$ cat config.mk
export PLATFORM = sky130hd
export DESIGN_NAME = hazard_control_unit
export DESIGN_NICKNAME = d
export VERILOG_FILES = /design/src/rtl/hazard_control_unit_pkg.sv /design/src/rtl/hazard_control_unit_sat_counter.sv /design/src/rtl/hazard_control_unit.sv
export SDC_FILE = /design/constraint.sdc
export NUM_CORES = 1
export LEC_CHECK = 0
export BUFFER_PORTS_ARGS = -buffer_cell sky130_fd_sc_hd__buf_2
export CAP_MARGIN = 20
export CORE_MARGIN = 2
export CORE_UTILIZATION = 53
export CTS_BUF_LIST = sky130_fd_sc_hd__clkbuf_16
export CTS_CLUSTER_DIAMETER = 80
export DETAILED_ROUTE_END_ITERATION = 16
export PLACE_DENSITY_LB_ADDON = 0.3
export SLEW_MARGIN = 5
export SYNTH_ARGS = -nofsm -noshare
export SYNTH_HDL_FRONTEND = slang
export SYNTH_HIERARCHICAL = 1
export SYNTH_SLANG_ARGS = --single-unit
$ cat constraint.sdc
create_clock -name clk -period 4.5 [get_ports clk]
set_input_delay 0.225 -clock clk [delete_from_list [all_inputs] [get_ports clk]]
set_output_delay 0.225 -clock clk [all_outputs]
set_load 0.01 [all_outputs]
$ cat src/rtl/hazard_control_unit_pkg.sv
// rtl/hazard_control_unit_pkg.sv - shared encodings for the pipeline hazard controller
// Purpose: FSM state type, pc_sel encodings and the register-zero constant.
package hazard_control_unit_pkg;

    typedef enum logic {
        ST_RUN      = 1'b0,
        ST_LU_STALL = 1'b1
    } state_t;

    localparam logic [1:0] PCSEL_PC4      = 2'd0;
    localparam logic [1:0] PCSEL_JUMP     = 2'd1;
    localparam logic [1:0] PCSEL_REDIRECT = 2'd2;

    localparam logic [4:0] REG_ZERO = 5'd0;

endpackage

$ cat src/rtl/hazard_control_unit_sat_counter.sv
// rtl/hazard_control_unit_sat_counter.sv - saturating event counter
// Purpose: counts inc pulses, holds at all-ones, synchronous clear.
// Ports: clk, clear (sync, active-high), inc (count enable), count (current value).
module sat_counter #(
    parameter int W = 16
) (
    input  logic         clk,
    input  logic         clear,
    input  logic         inc,
    output logic [W-1:0] count
);

    logic [W-1:0] r_count;

    always_ff @(posedge clk) begin
        if (clear) begin
            r_count <= '0;
        end else if (inc && (r_count != {W{1'b1}})) begin
            r_count <= r_count + 1'b1;
        end
    end

    assign count = r_count;

endmodule

$ cat src/rtl/hazard_control_unit.sv
// rtl/hazard_control_unit.sv - load-use stall and control-flow flush sequencer
// Purpose: drives PC enable, IF/ID and ID/EX enable/nopper and pc_sel from the
//          hazard inputs in the same cycle; counts stalled cycles and flushes.
// Ports: clk, reset (sync, active-high); id_* decode-stage operand info and jump;
//        ex_* load/redirect info from EX; pc_enable, if_id_enable, if_id_nopper,
//        id_ex_nopper, pc_sel, stall_active control outputs; stall_count and
//        flush_count saturating performance counters.
module hazard_control_unit
    import hazard_control_unit_pkg::*;
#(
    parameter int STALL_CYCLES = 1,
    parameter int CNT_W        = 16
) (
    input  logic             clk,
    input  logic             reset,
    input  logic [4:0]       id_rs,
    input  logic [4:0]       id_rt,
    input  logic             id_uses_rs,
    input  logic             id_uses_rt,
    input  logic             id_jump,
    input  logic             ex_mem_read,
    input  logic [4:0]       ex_rt,
    input  logic             ex_redirect,
    output logic             pc_enable,
    output logic             if_id_enable,
    output logic             if_id_nopper,
    output logic             id_ex_nopper,
    output logic [1:0]       pc_sel,
    output logic             stall_active,
    output logic [CNT_W-1:0] stall_count,
    output logic [CNT_W-1:0] flush_count
);

    // Bubbles still owed after the first stall cycle.
    localparam logic [1:0] LP_REM_INIT = 2'(STALL_CYCLES - 1);

    state_t     r_state;
    logic [1:0] r_remaining;

    state_t     w_next_state;
    logic [1:0] w_next_remaining;
    logic       w_lu_hit;
    logic       w_stall_inc;
    logic       w_flush_inc;

    assign w_lu_hit = ex_mem_read && (ex_rt != REG_ZERO) &&
                      ((id_uses_rs && (id_rs == ex_rt)) ||
                       (id_uses_rt && (id_rt == ex_rt)));

    always_comb begin
        pc_enable        = 1'b1;
        if_id_enable     = 1'b1;
        if_id_nopper     = 1'b0;
        id_ex_nopper     = 1'b0;
        pc_sel           = PCSEL_PC4;
        stall_active     = 1'b0;
        w_stall_inc      = 1'b0;
        w_flush_inc      = 1'b0;
        w_next_state     = r_state;
        w_next_remaining = r_remaining;

        // A redirect always wins: it squashes both IF and ID, which also
        // discards any stalled instruction, so a pending stall is abandoned.
        if (ex_redirect) begin
            pc_sel           = PCSEL_REDIRECT;
            if_id_nopper     = 1'b1;
            id_ex_nopper     = 1'b1;
            w_flush_inc      = 1'b1;
            w_next_state     = ST_RUN;
            w_next_remaining = 2'd0;
        end else if (r_state == ST_LU_STALL) begin
            // Hazard is not re-evaluated here; the load has already left EX.
            pc_enable        = 1'b0;
            if_id_enable     = 1'b0;
            id_ex_nopper     = 1'b1;
            stall_active     = 1'b1;
            w_stall_inc      = 1'b1;
            w_next_remaining = r_remaining - 2'd1;
            if (r_remaining == 2'd1) begin
                w_next_state = ST_RUN;
            end
        end else if (w_lu_hit) begin
            // Stall beats a jump in ID: the jump is held and redirected later.
            pc_enable    = 1'b0;
            if_id_enable = 1'b0;
            id_ex_nopper = 1'b1;
            stall_active = 1'b1;
            w_stall_inc  = 1'b1;
            if (STALL_CYCLES > 1) begin
                w_next_state     = ST_LU_STALL;
                w_next_remaining = LP_REM_INIT;
            end
        end else if (id_jump) begin
            pc_sel       = PCSEL_JUMP;
            if_id_nopper = 1'b1;
            w_flush_inc  = 1'b1;
        end
    end

    always_ff @(posedge clk) begin
        if (reset) begin
            r_state     <= ST_RUN;
            r_remaining <= 2'd0;
        end else begin
            r_state     <= w_next_state;
            r_remaining <= w_next_remaining;
        end
    end

    sat_counter #(.W(CNT_W)) u_stall_cnt (
        .clk   (clk),
        .clear (reset),
        .inc   (w_stall_inc),
        .count (stall_count)
    );

    sat_counter #(.W(CNT_W)) u_flush_cnt (
        .clk   (clk),
        .clear (reset),
        .inc   (w_flush_inc),
        .count (flush_count)
    );

endmodule
==> flow_metrics.py, run 1 <==
metrics = {
    "place": {
        "gp_routability_congestion": 0.7810,
        "dp_slack_ns": 1.705,
        "dp_hpwl_um": 3366,
        "placement.io_buffers": 60,
    },
    "grt": {
        "via_count_of_the_first_global_routing_pass": 1810,
        "grt_first_pass_wirelength_um": 7907,
        "gr-usage-all-layers": 0.2309,
        "globalRouteMet1Util": 0.2730,
        "grt_remaining_overflow": 0,
        "fraction_of_met3_tracks_used_by_global_routing": 0.04600,
        "grt_most_used_layer": "met2",
        "number_of_antenna_violations_at_the_first_check_in_global_routing": 0,
        "grt_max_degree": 38,
        "grtUsageMet2": 0.4091,
    },
    "power": {
        "p_leak_nw": 0.9620,
        "max-vdd-ir-drop_mv": 0.2153,
        "combinationalPowerShare": 0.069,
        "p_seq_frac": 0.464,
        "power_switching_share": 0.2174,
        "switching_power_mw": 0.1478,
        "power_per_cell_area_nw_per_um2": 275.8,
        "internal_power_mw": 0.5323,
        "share_clk_of_total_power": 0.467,
    },
    "synthesis": {
        "ys.flop_type": "sky130_fd_sc_hd__dfxtp_1",
        "yosysWarnings": 6,
        "synth.top_cells.by_area": "sky130_fd_sc_hd__dfxtp_1, sky130_fd_sc_hd__xnor2_1, sky130_fd_sc_hd__a21oi_1",
        "synth-edff-count": 0,
        "synthesis.area_sq_um": 2023,
        "synth.ff_latch_count": 35,
        "netlist.area_leader.share": 0.3463,
        "syn-mean-instance-area_sq_um": 8.465,
        "synthMostInstantiatedCell": "sky130_fd_sc_hd__dfxtp_1",
        "synth.lib_cells_used.distinct": 38,
        "syn_nets": 264,
        "ys_async_sr_fraction": 0,
        "yosys-top-cells-count": "sky130_fd_sc_hd__dfxtp_1, sky130_fd_sc_hd__a21oi_1, sky130_fd_sc_hd__or4_1, sky130_fd_sc_hd__xnor2_1",
        "syn-instance-count": 239,
        "yosys.area.top_type": "sky130_fd_sc_hd__dfxtp_1",
        "synth.yosys.seq_area_share": 0.3463,
    },
    "worst_setup_path": {
        "critical-path-max-stage-delay_ns": 0.56,
        "critical_path.startpoint_type": "input pin",
        "setup.worst_path.class": "in2reg",
        "crit_family": "simple AND/OR/NAND/NOR gates",
        "worst_setup_path_end_kind": "flop",
        "crit_path_cell_trace": "buf_2, or4_1, o21ai_2, nor2_1, a21oi_1, nand2_1, nor4bb_1, mux2_2",
        "crit_arrival_ns": 2.74,
        "master_of_the_slowest_instance_on_the_critical_path": "sky130_fd_sc_hd__or4_1",
        "worst_ep_required_time_ns": 4.67,
        "crit_fanout": 11,
        "timing.critical_path.buf_inv": 1,
    },
    "clocking": {
        "ctsLongestPathBuffers": 2,
        "cts_inserted_buffers": 5,
        "post_cts_resize_count": 0,
        "clk-insertion-delay-late_ns": 0.28,
        "clock_tree_from_tritoncts": "done",
        "clk_transition_reported_paths_ns": 0.05,
        "tritoncts_num_sinks": 35,
        "postCtsSetupRepairBufs": 0,
        "quantity_of_hold_fixing_buffers_added_after_cts": 0,
        "cts_htree_levels": 2,
        "root_driver": "sky130_fd_sc_hd__clkbuf_16",
    },
    "detailed_routing": {
        "remaining_drc_errors": 0,
        "number_of_nets_still_failing_antenna_checks_after_routing": 0,
        "postRouteWirelength_um": 4747,
        "first_iter_violations": 153,
        "wl_per_cell_um": 13.84,
        "via_count": 2029,
        "vias_per_cell": 5.915,
        "first_pass_iters": 4,
    },
    "timing": {
        "layout_worst_path_cycle_share": 0.5717,
        "timing.slew.headroom": 0.4766,
        "fin_worst_skew_ns": 0.005633,
        "rsz_0062_raised_after_global_routing": "no",
        "measured_slew_at_the_worst_slew_check_pin_ns": 0.7793,
        "finalWorstSetupSlack_ns": 1.927,
        "final_max_slew_viol_count": 0,
        "post-route-min-period_ns": 2.573,
        "finalHoldViolCount": 0,
        "finalSetupViolCount": 0,
        "setup_total_negative_slack_ns": 0,
        "final.hold.worst_slack_ns": 0.2382,
        "max_clock_freq_ghz": 0.3887,
    },
    "layout": {
        "layout_cells_sized_above_1": 0.2644,
        "antenna_cells_inserted": 0,
        "area.growth.synth_to_final_pct": 21.89,
        "final_util": 0.6736,
        "finalNetCount": 320,
    },
    "run_status": {
        "status": "finished clean",
    },
    "floorplanning": {
        "die_x_um": 65.79,
        "initial_core_utilization": 0.5526,
        "floorplan.die_area_sq_um": 4328,
        "fp.dieH_um": 65.79,
        "floorplan.core_area_sq_um": 3661,
        "row_count": 22,
        "io-pin-count": 61,
    },
    "job": {
        "max_cap_viol_count": 0,
    },
    "worst_hold_path": {
        "worst_hold_path_type": "in2reg",
    },
}
[cell type report]
type	instances	area (sq um)
well taps	48	60.06
multi-input cells	183	1234
flip-flops and latches	35	700.7
inverters	10	37.54
repair buffers	60	300.3
clock inverters	2	8.758
fillers	304	1195
clock buffers	5	125.1
[logic make-up after synthesis]
kind of cell               Yosys count  share of synthesized area
xor gates and xnor gates            15                    0.06494
buffers and inverters               21                    0.04391
DFF                                 35                     0.3463
AOI/OAI and AO/OA                   54                     0.1695
adders and majority gates            3                    0.01855
and+or+nand+nor                    106                     0.3309
muxes                                5                    0.02597
[layer usage]
layer,wire [um],share of wire
met5,0,0
met4,45,0.0095
met3,208,0.044
met2,2382,0.50
met1,2111,0.44
[through the flow]
| step | total power [mW] | cell area [sq um] | std cells |
|---|---|---|---|
| final | 0.6801 | 2466 | 343 |
| after global routing | 0.7075 | 2466 | 343 |
| after CTS | 0.6899 | 2466 | 343 |
| after detailed placement | 0.3687 | 2332 | 336 |
| after global placement | 0.3676 | 2332 | 336 |
| after floorplan | 0.3488 | 2023 | 239 |
[power groups by stage]
| stage | Clock [mW] | Combinational (mW) | Sequential [mW] |
|---|---|---|---|
| 6_report | 0.318 | 0.0466 | 0.316 |
| 5_1_grt | 0.340 | 0.0517 | 0.315 |
| 2_1_floorplan | 0 | 0.0263 | 0.323 |
| 3_5_place_dp | 0 | 0.0467 | 0.322 |
| 3_3_place_gp | 0 | 0.0457 | 0.322 |
| 4_1_cts | 0.328 | 0.0469 | 0.315 |
[worst paths after layout]
check / startpoint / to / slack, ns / cells past startpoint
worst min-delay path: ex_redirect / r_remaining[0] / 0.24 / 2
worst max-delay path: ex_rt[3] / u_flush_cnt/count[11] / 1.93 / 8
worst min register to register: u_flush_cnt/count[15] / u_flush_cnt/count[15] / 0.53 / 2
worst max register to register: r_state / u_flush_cnt/count[11] / 2.27 / 6
[cells in the final DEF (no fill, tap or decap), types with 9 or more instances in the layout]
master / netlist / layout
sky130_fd_sc_hd__nor3_1: 10 / 10
sky130_fd_sc_hd__buf_2: 2 / 60
sky130_fd_sc_hd__inv_1: 9 / 9
sky130_fd_sc_hd__o31ai_1: 12 / 12
sky130_fd_sc_hd__nand3_1: 12 / 12
sky130_fd_sc_hd__or4_1: 15 / 15
sky130_fd_sc_hd__dfxtp_1: 35 / 35
sky130_fd_sc_hd__nor2_1: 14 / 14
sky130_fd_sc_hd__a21oi_1: 23 / 23
sky130_fd_sc_hd__nand2_1: 14 / 14
sky130_fd_sc_hd__xnor2_1: 15 / 15
[state kept, by name (all words and copies together) (netlist names)]
signal	count
r_remaining	2
u_stall_cnt/count	16
r_state	1
u_flush_cnt/count	16
Note: power is estimated with default switching activity, not from simulation.
==> run 2: changes to the inputs <==
--- a/config.mk
+++ b/config.mk
@@ -5,10 +5,11 @@
 export SDC_FILE = /design/constraint.sdc
 export NUM_CORES = 1
 export LEC_CHECK = 0
+export ABC_AREA = 1
 export BUFFER_PORTS_ARGS = -buffer_cell sky130_fd_sc_hd__buf_2
 export CAP_MARGIN = 20
 export CORE_MARGIN = 2
-export CORE_UTILIZATION = 53
+export CORE_UTILIZATION = 47
 export CTS_BUF_LIST = sky130_fd_sc_hd__clkbuf_16
 export CTS_CLUSTER_DIAMETER = 80
 export DETAILED_ROUTE_END_ITERATION = 16
==> constraint.sdc (replaced) <==
create_clock -name clk -period 2.07 [get_ports clk]
set_input_delay 0.1035 -clock clk [delete_from_list [all_inputs] [get_ports clk]]
set_output_delay 0.1035 -clock clk [all_outputs]
set_load 0.01 [all_outputs]
==> flow_metrics.py, run 2 <==
metrics = {
    "run_status": {
        "status": "finished clean",
    },
    "power": {
        "max-vdd-ir-drop_mv": 0.6426,
        "p_leak_nw": 1.363,
        "final_power_mw": 1.648,
        "power_per_cell_area_nw_per_um2": 600.6,
    },
    "layout": {
        "final_cell_area_sq_um": 2744,
        "area.growth.synth_to_final_pct": 21.83,
        "leading_cell_type_in_the_layout_fill_and_taps_excluded": "sky130_fd_sc_hd__nand2_1",
        "finalNetCount": 464,
        "final_cell_mix": "sky130_fd_sc_hd__nand2_1, sky130_fd_sc_hd__nor2_1, sky130_fd_sc_hd__buf_2",
        "layout_cells_sized_above_1": 0.2409,
        "final_util": 0.5887,
        "antenna_cells_inserted": 0,
        "stdcell_count": 494,
    },
    "timing": {
        "final_max_slew_viol_count": 0,
        "max_clock_freq_ghz": 0.5925,
        "measured_slew_at_the_worst_slew_check_pin_ns": 0.5286,
        "layout_worst_path_cycle_share": 0.8153,
        "finalSetupViolCount": 0,
        "setup_total_negative_slack_ns": 0,
        "post-route-min-period_ns": 1.688,
        "fin_worst_skew_ns": 0.003236,
        "timing.slew.headroom": 0.6472,
        "finalHoldViolCount": 0,
        "rsz_0062_raised_after_global_routing": "no",
    },
    "grt": {
        "gr-usage-all-layers": 0.2165,
        "grt_remaining_overflow": 0,
        "grt_first_pass_wirelength_um": 9232,
        "number_of_antenna_violations_at_the_first_check_in_global_routing": 0,
        "via_count_of_the_first_global_routing_pass": 2254,
        "grt_max_degree": 17,
    },
    "floorplanning": {
        "initial_core_utilization": 0.4832,
        "floorplan.core_area_sq_um": 4661,
        "fp.dieH_um": 73.23,
        "die_x_um": 73.23,
        "row_count": 25,
        "io-pin-count": 61,
        "floorplan.die_area_sq_um": 5362,
    },
    "clocking": {
        "cts_htree_levels": 2,
        "root_driver": "sky130_fd_sc_hd__clkbuf_16",
        "clk-insertion-delay-late_ns": 0.27,
        "quantity_of_hold_fixing_buffers_added_after_cts": 0,
        "ctsLongestPathBuffers": 2,
        "clock_tree_from_tritoncts": "done",
        "postCtsSetupRepairBufs": 0,
        "tritoncts_num_sinks": 35,
        "post_cts_resize_count": 0,
        "clk_transition_reported_paths_ns": 0.06,
        "cts_inserted_buffers": 5,
    },
    "synthesis": {
        "yosysWarnings": 6,
        "syn-mean-instance-area_sq_um": 5.958,
        "synth.ff_latch_count": 35,
        "synth.lib_cells_used.distinct": 21,
        "syn-instance-count": 378,
        "yosys-top-cells-count": "sky130_fd_sc_hd__nand2_1, sky130_fd_sc_hd__nor2_1, sky130_fd_sc_hd__dfxtp_1, sky130_fd_sc_hd__inv_1, sky130_fd_sc_hd__nand3_1",
        "netlist.area_leader.share": 0.3111,
        "yosys.area.top_type": "sky130_fd_sc_hd__dfxtp_1",
        "ys.flop_type": "sky130_fd_sc_hd__dfxtp_1",
        "synth.top_cells.by_area": "sky130_fd_sc_hd__dfxtp_1, sky130_fd_sc_hd__nand2_1, sky130_fd_sc_hd__nor2_1",
        "synth.yosys.seq_area_share": 0.3111,
        "synthMostInstantiatedCell": "sky130_fd_sc_hd__nand2_1",
        "synth-edff-count": 0,
        "ys_async_sr_fraction": 0,
        "syn_nets": 403,
        "synthesis.area_sq_um": 2252,
    },
    "worst_setup_path": {
        "crit_fanout": 9,
        "regToRegStartpoint": "r_state",
        "master_of_the_slowest_instance_on_the_critical_path": "sky130_fd_sc_hd__dfxtp_1",
        "setup.worst_path.class": "reg2reg",
        "crit_path_cell_trace": "inv_1, nand3_1, nand2_1, nand3_1, or2_0, nor2_1, nand3_1, nand2_1, nor2_1",
        "critPathMostFrequentCell": "sky130_fd_sc_hd__nand3_1",
        "r2r_cells": 9,
        "critical-path-max-stage-delay_ns": 0.30,
        "endpoint": "u_flush_cnt/count[13]",
        "reg2reg_to": "u_flush_cnt/count[13]",
        "critical_path_depth": 9,
        "critical_path.startpoint_type": "flop",
        "rrSetupSlack_ns": 0.38,
        "worst_setup_path_end_kind": "flop",
        "worst_setup_sp": "r_state",
        "crit_arrival_ns": 1.86,
        "timing.critical_path.buf_inv": 1,
        "worst_ep_required_time_ns": 2.24,
        "crit_family": "simple AND/OR/NAND/NOR gates",
    },
    "detailed_routing": {
        "postRouteWirelength_um": 5248,
        "via_count": 2414,
        "wl_per_cell_um": 10.62,
        "first_pass_iters": 4,
        "first_iter_violations": 118,
        "remaining_drc_errors": 0,
        "vias_per_cell": 4.887,
        "number_of_nets_still_failing_antenna_checks_after_routing": 0,
    },
    "job": {
        "max_cap_viol_count": 0,
    },
    "place": {
        "placement.io_buffers": 60,
        "placement.cell_area_sq_um": 2580,
        "gp_routability_congestion": 0.8831,
        "placed_cells_incl_taps": 486,
        "dp_hpwl_um": 3975,
    },
    "worst_hold_path": {
        "worst_hold_path_type": "in2reg",
    },
}
run 2: changes by cell type after synthesis, sizes merged, moves of 8 or more:
cell	delta
a21oi	-8
o21ai	-8
inv	+29
nand3	+16
o31ai	-12
nand2	+114
xnor2	-15
nor2	+92
or4	-15
run 2: logic make-up (layout without fill, tap and decap cells):
kind of cell / Yosys count / after routing / synth area share
adders and majority gates: 3 / 3 / 0.01667
AOI/OAI and AO/OA: 17 / 17 / 0.03889
buffers and inverters: 45 / 107 / 0.08277
and+or+nand+nor: 278 / 278 / 0.5505
DFF: 35 / 35 / 0.3111
run 2: power breakdown:
part,switching [mW],internal (mW)
logic,0.0786,0.0520
clock network,0.269,0.561
registers,0.00705,0.680
run 2: metrics by stage:
| stage | hold WS (ns) | setup slack (ns) |
|---|---|---|
| floorplan | 0.2545 | 0.4640 |
| global placement | 0.4109 | 0.3069 |
| detailed placement | 0.4140 | 0.2357 |
| CTS | 0.1207 | 0.3803 |
| global route | 0.1370 | 0.1634 |
| finish | 0.1223 | 0.3824 |
run 2: how the worst min path moves through the flow:
stage | slack (ns) | depth (start not counted) | endpoint | startpoint
after global routing | 0.14 | 3 | r_remaining[0] | reset
after floorplan | 0.25 | 1 | pc_sel[0] | ex_redirect
after CTS | 0.12 | 3 | r_remaining[0] | reset
after detailed placement | 0.41 | 3 | r_remaining[0] | reset
after global placement | 0.41 | 3 | r_remaining[0] | reset
final | 0.12 | 3 | r_remaining[0] | reset
run 2: per-layer routing:
metal / routed length (um) / GRT usage
met5: 0 / 0
met4: 119 / 0.09259
met3: 191 / 0.03867
met2: 2676 / 0.3954
met1: 2261 / 0.2434
run 2: cell type report:
class | instances | area [sq um]
Clock buffer | 5 | 125.1
Clock inverter | 3 | 38.79
Fill cell | 463 | 1917
Inverter | 39 | 146.4
Multi-Input combinational cell | 298 | 1365
Sequential cell | 35 | 700.7
Tap cell | 54 | 67.56
Timing Repair Buffer | 60 | 300.3
run 2: worst reg2reg max path: cells and delay by family, from the launching register on:
family | cells | cell delay (ns)
and+or+nand+nor | 8 | 1.10
DFF | 1 | 0.30
buffers and inverters | 1 | 0.18
